**src/rtl/fifo_uart_tx_if.sv**
```systemverilog
// FIFO read-side and serial-line signals of the UART drain stage.
// slave = the drain stage itself; master = whoever owns the FIFO and observes the line.
interface fifo_uart_tx_if;
    logic        TxEn;
    logic        FifoEmpty;
    logic [7:0]  FifoData;
    logic        FifoRd;
    logic        TxD;
    logic        Busy;
    logic        FrameDone;
    logic [15:0] TxCount;

    modport master (
        output TxEn, FifoEmpty, FifoData,
        input  FifoRd, TxD, Busy, FrameDone, TxCount
    );

    modport slave (
        input  TxEn, FifoEmpty, FifoData,
        output FifoRd, TxD, Busy, FrameDone, TxCount
    );
endinterface

```
**src/rtl/fifo_uart_tx.sv**
```systemverilog
// Pops bytes from a registered-read FIFO and sends each as one UART frame; latency RD_LATENCY
// cycles from non-empty to pop, frame starts the cycle after; stalls in IDLE while empty or TxEn=0.
module fifo_uart_tx #(
    parameter int CLKS_PER_BIT = 868,
    parameter int RD_LATENCY   = 2,
    parameter int PARITY_EN    = 0,
    parameter int PARITY_ODD   = 0,
    parameter int STOP_BITS    = 1
) (
    input  logic          Clk,
    input  logic          Reset,
    fifo_uart_tx_if.slave bus
);
    localparam int BW = $clog2(CLKS_PER_BIT);
    localparam int LW = (RD_LATENCY > 1) ? $clog2(RD_LATENCY) : 1;
    localparam logic [BW-1:0] BAUD_LAST = BW'(CLKS_PER_BIT - 1);
    localparam logic [LW-1:0] LAT_LAST  = LW'(RD_LATENCY - 1);
    localparam logic [2:0]    STOP_LAST = 3'(STOP_BITS - 1);
    localparam logic          PAR_ODD   = 1'(PARITY_ODD);

    typedef enum logic [2:0] {
        S_IDLE, S_WAIT, S_START, S_DATA, S_PARITY, S_STOP
    } state_t;

    state_t        state, state_nxt;
    logic [BW-1:0] baud, baud_nxt;
    logic [LW-1:0] lat, lat_nxt;
    logic [2:0]    bit_idx, bit_nxt;
    logic [7:0]    shift, shift_nxt;
    logic          par, par_nxt;
    logic [15:0]   tx_count, count_nxt;
    logic          txd, txd_nxt;
    logic          fifo_rd, fifo_rd_nxt;
    logic          busy, busy_nxt;
    logic          frame_done, frame_done_nxt;
    logic          baud_end;

    always_ff @(posedge Clk or negedge Reset) begin
        if (!Reset) begin
            state      <= S_IDLE;
            baud       <= '0;
            lat        <= '0;
            bit_idx    <= '0;
            shift      <= '0;
            par        <= 1'b0;
            tx_count   <= '0;
            txd        <= 1'b1;
            fifo_rd    <= 1'b0;
            busy       <= 1'b0;
            frame_done <= 1'b0;
        end else begin
            state      <= state_nxt;
            baud       <= baud_nxt;
            lat        <= lat_nxt;
            bit_idx    <= bit_nxt;
            shift      <= shift_nxt;
            par        <= par_nxt;
            tx_count   <= count_nxt;
            txd        <= txd_nxt;
            fifo_rd    <= fifo_rd_nxt;
            busy       <= busy_nxt;
            frame_done <= frame_done_nxt;
        end
    end

    always_comb begin
        state_nxt = state;
        baud_nxt  = baud + BW'(1);
        lat_nxt   = lat;
        bit_nxt   = bit_idx;
        shift_nxt = shift;
        par_nxt   = par;
        count_nxt = tx_count;
        baud_end  = (baud == BAUD_LAST);

        case (state)
            S_IDLE: begin
                baud_nxt = '0;
                if (bus.TxEn && !bus.FifoEmpty) begin
                    state_nxt = S_WAIT;
                    lat_nxt   = '0;
                end
            end
            S_WAIT: begin
                baud_nxt = '0;
                if (bus.FifoEmpty) begin
                    state_nxt = S_IDLE;
                end else if (lat == LAT_LAST) begin
                    shift_nxt = bus.FifoData;
                    par_nxt   = (^bus.FifoData) ^ PAR_ODD;
                    state_nxt = S_START;
                end else begin
                    lat_nxt = lat + LW'(1);
                end
            end
            S_START: begin
                if (baud_end) begin
                    state_nxt = S_DATA;
                    bit_nxt   = '0;
                    baud_nxt  = '0;
                end
            end
            S_DATA: begin
                if (baud_end) begin
                    baud_nxt  = '0;
                    shift_nxt = shift >> 1;
                    if (bit_idx == 3'd7) begin
                        state_nxt = (PARITY_EN != 0) ? S_PARITY : S_STOP;
                        bit_nxt   = '0;
                    end else begin
                        bit_nxt = bit_idx + 3'd1;
                    end
                end
            end
            S_PARITY: begin
                if (baud_end) begin
                    state_nxt = S_STOP;
                    bit_nxt   = '0;
                    baud_nxt  = '0;
                end
            end
            S_STOP: begin
                if (baud_end) begin
                    baud_nxt = '0;
                    if (bit_idx == STOP_LAST) begin
                        count_nxt = tx_count + 16'd1;
                        lat_nxt   = '0;
                        // Chain straight into the next pop so frames run back to back.
                        state_nxt = (bus.TxEn && !bus.FifoEmpty) ? S_WAIT : S_IDLE;
                    end else begin
                        bit_nxt = bit_idx + 3'd1;
                    end
                end
            end
            default: state_nxt = S_IDLE;
        endcase
    end

    // Outputs are decoded from the next-state values so the flops line up with the state they describe.
    always_comb begin
        case (state_nxt)
            S_START:  txd_nxt = 1'b0;
            S_DATA:   txd_nxt = shift_nxt[0];
            S_PARITY: txd_nxt = par_nxt;
            default:  txd_nxt = 1'b1;
        endcase
        busy_nxt       = (state_nxt != S_IDLE);
        fifo_rd_nxt    = (state_nxt == S_WAIT) && (lat_nxt == LAT_LAST);
        frame_done_nxt = (state_nxt == S_STOP) && (bit_nxt == STOP_LAST) && (baud_nxt == BAUD_LAST);
    end

    assign bus.TxD       = txd;
    assign bus.FifoRd    = fifo_rd;
    assign bus.Busy      = busy;
    assign bus.FrameDone = frame_done;
    assign bus.TxCount   = tx_count;
endmodule
```
**src/flat_wrapper.sv**
```systemverilog
// flat-port wrapper written by rule: the top's interface ports become plain ports
module fifo_uart_tx_flat 
#(
    parameter int CLKS_PER_BIT = 868,
    parameter int RD_LATENCY   = 2,
    parameter int PARITY_EN    = 0,
    parameter int PARITY_ODD   = 0,
    parameter int STOP_BITS    = 1
)
  (Clk, Reset, bus_TxEn, bus_FifoEmpty, bus_FifoData, bus_FifoRd, bus_TxD, bus_Busy, bus_FrameDone, bus_TxCount);
  fifo_uart_tx_if bus_i ();
  input  logic Clk;
  input  logic Reset;
  input wire logic [$bits(bus_i.TxEn)-1:0] bus_TxEn;
  input wire logic [$bits(bus_i.FifoEmpty)-1:0] bus_FifoEmpty;
  input wire logic [$bits(bus_i.FifoData)-1:0] bus_FifoData;
  output wire logic [$bits(bus_i.FifoRd)-1:0] bus_FifoRd;
  output wire logic [$bits(bus_i.TxD)-1:0] bus_TxD;
  output wire logic [$bits(bus_i.Busy)-1:0] bus_Busy;
  output wire logic [$bits(bus_i.FrameDone)-1:0] bus_FrameDone;
  output wire logic [$bits(bus_i.TxCount)-1:0] bus_TxCount;
  assign bus_i.TxEn = bus_TxEn;
  assign bus_i.FifoEmpty = bus_FifoEmpty;
  assign bus_i.FifoData = bus_FifoData;
  assign bus_FifoRd = bus_i.FifoRd;
  assign bus_TxD = bus_i.TxD;
  assign bus_Busy = bus_i.Busy;
  assign bus_FrameDone = bus_i.FrameDone;
  assign bus_TxCount = bus_i.TxCount;
  fifo_uart_tx #(.CLKS_PER_BIT(CLKS_PER_BIT), .RD_LATENCY(RD_LATENCY), .PARITY_EN(PARITY_EN), .PARITY_ODD(PARITY_ODD), .STOP_BITS(STOP_BITS)) u_core (.Clk(Clk), .Reset(Reset), .bus(bus_i));
endmodule
```
**config.mk**
```make
export PLATFORM = sky130hd
export DESIGN_NAME = fifo_uart_tx_flat
export DESIGN_NICKNAME = d
export VERILOG_FILES = /design/src/rtl/fifo_uart_tx_if.sv /design/src/rtl/fifo_uart_tx.sv /design/src/flat_wrapper.sv
export SDC_FILE = /design/constraint.sdc
export NUM_CORES = 1
export LEC_CHECK = 0
export CAP_MARGIN = 20
export CORE_ASPECT_RATIO = 1.2
export CORE_UTILIZATION = 46
export CTS_BUF_LIST = sky130_fd_sc_hd__clkbuf_8
export CTS_CLUSTER_DIAMETER = 40
export DETAILED_ROUTE_END_ITERATION = 8
export PLACE_DENSITY = 0.72
export RECOVER_POWER = 50
export SYNTH_ARGS = -nofsm -noshare
export SYNTH_HDL_FRONTEND = slang
export SYNTH_SLANG_ARGS = --single-unit
export TNS_END_PERCENT = 30
```
**constraint.sdc**
```tcl
create_clock -name Clk -period 5.3 [get_ports Clk]
set_clock_uncertainty 0.05 [all_clocks]
set_input_delay 1.06 -clock Clk [delete_from_list [all_inputs] [get_ports Clk]]
set_output_delay 1.06 -clock Clk [all_outputs]
set_load 0.01 [all_outputs]
```
==> run_results.csv <==
group,metric,value,unit
sta,timing.fmax,323.2,MHz
global_routing,grt_pass1_wl,7534,µm
cts,htree_levels,2,
place,place_inst,313,
yosys,synthDominantCellAreaShare,0.4777,
place,gp_congestion,0.8147,
yosys,synth_cells,225,
cts,cts_buffer_depth,2,
critical_path,critical_path_required,5440,ps
yosys,yosys_warnings,0,
place,dp_worst_setup_slack,2339,ps
yosys,ys_seq_area_frac,0.4889,
floorplanning,die_w,67.35,µm
yosys,synth_area,2357,µm²
status,status,"finished clean",
cts,cts_setup_buffers,0,
route,routedWlPerCell,13.18,µm
cells_and_area,multi_input_area,1130,µm²
min_path,min_path_type,"reg -> reg",
route,viasPerCell,5.360,
route,ant_nets,0,
cells_and_area,fin_nets,278,
cts,numCtsBuffers,5,
yosys,ys_types,48,
sta,slew_viol_final,0,
power_and_ir_drop,p_per_area,316.9,nW/µm²
global_routing,grt_antenna_before_repair,0,
yosys,postSynth.asyncResetShare,1.000,
cts,cts.sinks,46,
cts,cts.clk_slew.worst_paths,100,ps
global_routing,grt_use_total,0.1859,
floorplanning,num_io_pins,32,
critical_path,reg2reg_from,"u_core.baud[0]",
yosys,synth_common_cells,"dfrtp_1 (45), nand2_1 (35), xnor2_1 (22), nor2_1 (16), nand3_1 (10)",
yosys,yosys-top-cells-area,"dfrtp_1 (48%), xnor2_1 (8.2%), nand2_1 (5.6%)",
place,placedInstanceArea,2723,µm²
cells_and_area,n_fill_cell,456,
yosys,synth_area_per_cell,10.48,µm²
yosys,synth_fp_nets,242,
cells_and_area,ff_latch_area,1152,µm²
route,first_pass_iters,4,
route,vias,1726,
yosys,synth-seq-cells,46,
sta,fin_crit,3094,ps
floorplanning,core_area,4940,µm²
global_routing,grt_max_degree,47,
critical_path,critPathKind,"reg -> reg",
cells_and_area,antenna_cells,0,
floorplanning,die_h,80.42,µm
global_routing,grt_pass1_vias,1669,
place,io_buffers,31,
route,first_iter_violations,49,
floorplanning,die_area,5416,µm²
sta,setup-tns-final,0,ps
sta,period_share,0.5838,
flow_run,maxCapViolations,0,
place,dp.final_hpwl,3021,µm
sta,setup_ws,2206,ps
power_and_ir_drop,p_leak,1.250,nW
cells_and_area,drive_gt1_frac,0.07634,
critical_path,cp_max_fo,8,
sta,setup_viol,0,
sta,rsz0062_at_grt,"no",
cts,ctsHoldBuffers,0,
cells_and_area,syn_to_final_growth,18.42,%
yosys,synth_top_area_cell,"dfrtp_1",
critical_path,cp-startpoint,"u_core.baud[0]",
cts,worstSkewPairLatency,310,ps
min_path,hold_start,"u_core.bus.TxCount[15]",
cells_and_area,fin_area,2791,µm²
floorplanning,initial_core_util,0.4772,
yosys,synthMostInstantiatedCell,"dfrtp_1",
power_and_ir_drop,total_power,0.8847,mW
cts,cts_tree,"done",
cts,cts_resized,0,
critical_path,crit_arrival,3230,ps
power_and_ir_drop,max-vdd-ir-drop,0.1814,mV
route,routed_wl,4243,µm
cells_and_area,layoutNonFillerInstCount,322,
sta,worstMarginPinSlew,1481,ps
sta,slew_headroom,0.01261,
yosys,synth_edf_count,0,
route,drcViolationCount,0,
sta,hold_viol_final,0,
global_routing,grt-ovfl-total,0,
floorplanning,core.rowCount,28,
critical_path,critPathLaunchType,"flop",
yosys,synth_flop_cell,"dfrtp_1",
cts,cts_root_buf,"clkbuf_8",
critical_path,end_kind,"flop",
==> routing by layer <==
metal  GRT usage  wire (µm)
met5           0          0
met4     0.07021         69
met3     0.03835        173
met2      0.3060       2099
met1      0.2355       1901
==> where the power goes <==
group          internal, mW  switching, mW
Combinational        0.0886          0.108
Sequential            0.416         0.0505
Clock                0.0943          0.127
Total                 0.599          0.286
==> critical path: stages, from the launching register on <==
cell and delay [ps]:
dfrtp_1 420, ha_1 270, or4b_1 550, nor3_1 740
a31oi_1 200, a21oi_1 300, clkinv_1 130, or3_1 320
==> through the flow <==
| stage | utilization | hold slack (ps) |
|---|---|---|
| finish | 0.5651 | 423.4 |
| global route | 0.5651 | 445.3 |
| CTS | 0.5699 | 429.6 |
| detailed placement | 0.5512 | 407.6 |
| global placement | 0.5512 | 400.9 |
| floorplan | - | 389.6 |
==> cell usage in the layout, fill, tap and decap left out, types with 6 or more instances in the layout <==
| cell type | Yosys | routed |
|---|---|---|
| clkdlybuf4s50_1 | 0 | 26 |
| xnor2_1 | 22 | 22 |
| nor2_1 | 16 | 16 |
| nand2_1 | 35 | 35 |
| xor2_1 | 9 | 9 |
| nor3_1 | 6 | 7 |
| inv_1 | 8 | 8 |
| dfrtp_1 | 45 | 45 |
| a22oi_1 | 6 | 6 |
| nand3_1 | 10 | 10 |
| a21oi_1 | 5 | 6 |
==> logic make-up (layout without fill, tap and decap cells) <==
| family | count (synthesis) | count (layout) | share of synthesized area |
|---|---|---|---|
| buffers and inverters | 12 | 49 | 0.02070 |
| adders and majority gates | 6 | 6 | 0.03079 |
| AOI/OAI and AO/OA | 25 | 25 | 0.08705 |
| and+or+nand+nor | 103 | 103 | 0.2484 |
| DFF | 46 | 46 | 0.4889 |
| xor gates and xnor gates | 31 | 31 | 0.1152 |
| muxes | 2 | 2 | 0.009023 |
==> state kept, by name, indices dropped and copies added (netlist names), 3 cells and up <==
register	count
u_core.baud	10
u_core.bit_idx	3
u_core.bus.TxCount	16
u_core.shift	8
u_core.state	3
==> final timing paths <==
kind | endpoint | slack [ps] | cells past startpoint
max in group asynchronous | u_core.bus.TxCount[3] | 2500 | 2
min reg2reg | u_core.bus.TxCount[15] | 420 | 1
min in group asynchronous | u_core.shift[4] | 830 | 1
max reg2reg | u_core.bus.Busy | 2210 | 7
min | u_core.bus.TxCount[15] | 420 | 1
max | u_core.bus.Busy | 2210 | 7
==> cell type report <==
class	count	area share
Sequential cell	46	0.4128
Multi-Input combinational cell	167	0.4047
Timing Repair Buffer	32	0.1103
Tap cell	60	0.02689
Clock buffer	5	0.02465
Inverter	9	0.01210
Clock inverter	3	0.008516
Power figures use the tool's default switching activity.
==> RTL edit, RTL diff (same flow settings) <==
`RD_LATENCY` is set to 2 in 2 places; all go to 4.
--- a/src/rtl/fifo_uart_tx.sv
+++ b/src/rtl/fifo_uart_tx.sv
@@ -4,3 +4,3 @@
     parameter int CLKS_PER_BIT = 868,
-    parameter int RD_LATENCY   = 2,
+    parameter int RD_LATENCY   = 4,
     parameter int PARITY_EN    = 0,
--- a/src/flat_wrapper.sv
+++ b/src/flat_wrapper.sv
@@ -4,3 +4,3 @@
     parameter int CLKS_PER_BIT = 868,
-    parameter int RD_LATENCY   = 2,
+    parameter int RD_LATENCY   = 4,
     parameter int PARITY_EN    = 0,
Check against the original RTL: not equivalent (Yosys sat finds a counterexample within 4 cycles, from zero or initial values and one cycle with Reset low).
==> RTL edit against the unedited design <==
- the run now ends with max-capacitance violations, max-slew violations left
- sequential cell count rose by 1
- setup slack got worse by 0.35 ns
- cell area rose by 7.6%
- largest cell class is now multi-input gates
- wire length rose by 15%
- synthesized area rose by 9.0%
- via count rose by 13%
Power is not compared: it rests on default switching activity, and its combinational part moved more than twofold at a synthesized area within 25%.
==> RTL edit: results (changes against the unedited design) <==
status:
  status: "finished with violations"
  violations: "max-capacitance violations, max-slew violations"
critical_path:
  reg2reg_depth: 6  # -1
  path_class: "flip-flop to flip-flop"
  crit_fanout: 9  # +1
  max_stage_delay_ns: 1.38  # +0.64 ns
  reg2reg_to: "u_core.bus.FifoRd"
  r2r-start: "u_core.baud[0]"
  cp.arrival_ns: 3.57  # +0.34 ns
  crit_slowest_cell: "nor4_1"
cts:
  cts_buffer_depth: 2  # unchanged
  clkTransAtPathRegs_ns: 0.09
  cts_setup_buffers: 0  # unchanged
  hold_buffers: 0  # unchanged
  insertion_delay_ns: 0.30
  numCtsBuffers: 5  # unchanged
  cts-resized-gates: 0  # unchanged
hold_path:
  min_to: "u_core.bus.TxCount[15]"
  min_from: "u_core.bus.TxCount[15]"
  hold_path_depth: 1  # unchanged
  hp-class: "flip-flop to flip-flop"
place:
  dpl-instance-area_um2: 2920  # +7.3%
  port-buffer-count: 31  # unchanged
  gp_congestion: 0.760  # -6.7%
  dpl.cell_count: 349  # +12%
  dp_hpwl_um: 3490  # +16%
  dp_slack_ns: 2.36  # +0.0238 ns
synth:
  seq_area_frac_synth_pct: 45.8  # -3.1 points
  synth.area.top_cells: "dfrtp_1 (45%), xnor2_1 (6.8%), nand2_1 (4.4%)"
  synthDistinctLibCells: 56  # +17%
  synth_fp_nets: 280  # +16%
  synthFlopType: "dfrtp_1"
  synth.cells.most_frequent: "dfrtp_1 (46), nand2_1 (30), nor2_1 (26)"
  postSynthAreaPerCell_um2: 9.77  # -6.7%
detailed_routing:
  drtIter0Drc: 80  # +63%
  drt_wl_total_um: 4900  # +15%
  vias: 1959  # +13%
sta:
  fin_tns_setup_ns: 0  # unchanged
  finalMaxSlewViolations: 40  # +40
  maxSlewHeadroom_pct: -12.3  # -14 points
  hold_viol_final: 0  # unchanged
  fin_hold_ws_ns: 0.424  # +0.000729 ns
finish:
  antennaDiodeCount: 0  # unchanged
  largest_register_ffs: 16  # unchanged
  nets: 312  # +12%
  fin_cells: 358  # +11%
  drive_gt1_share_pct: 7.09  # -0.54 points
global_route:
  grt_first_pass_wirelength_um: 8710  # +16%
  grtUsageTotal_pct: 18.3  # -0.27 points
  grt_max_degree: 48  # +2.1%
job:
  max_cap_violations: 2  # +2
power:
  peakVddDrop_uv: 101
## RTL edit: layout make-up
class | count | area, µm²
inverters | 11 | 41.3
multi-input cells | 197 | 1300
fillers | 482 | 2330
clock buffers | 6 | 82.6
repair buffers | 33 | 312
clock inverters | 2 | 16.3
well taps | 62 | 77.6
flip-flops and latches | 47 | 1180
## RTL edit: routing by layer
metal  vias up  routed length [µm]  track usage, %
met5         -                   0               0
met4         0                  59            8.00
met3         6                 112            3.86
met2        29                2420            30.9
met1       941                2310            22.3
li1        983                   -               -
## RTL edit: power by group
part           switching, W  leakage (nW)  internal [W]
registers         0.0000118         0.649      0.000369
logic             0.0000375         0.603     0.0000310
clock network      0.000122        0.0474      0.000106
## RTL edit: cells by family (layout without fill, tap and decap cells)
kind of cell	count (synthesis)	in the layout	share of synthesized area [%]
AOI/OAI and AO/OA	51	51	14.2
xor gates and xnor gates	31	31	10.6
adders and majority gates	5	5	2.43
buffers and inverters	19	52	3.12
DFF	47	47	45.8
muxes	2	2	0.828
and+or+nand+nor	108	108	23.0
## RTL edit: worst max path at each step
stage	end	slack, ns	depth (start not counted)
2_1_floorplan	u_core.bus.TxD	2.78	5
3_3_place_gp	u_core.bus.FifoRd	2.37	8
3_5_place_dp	u_core.bus.FifoRd	2.36	8
4_1_cts	u_core.bus.FifoRd	2.68	8
5_1_grt	u_core.bus.FifoRd	1.42	6
6_report	u_core.bus.FifoRd	1.85	6
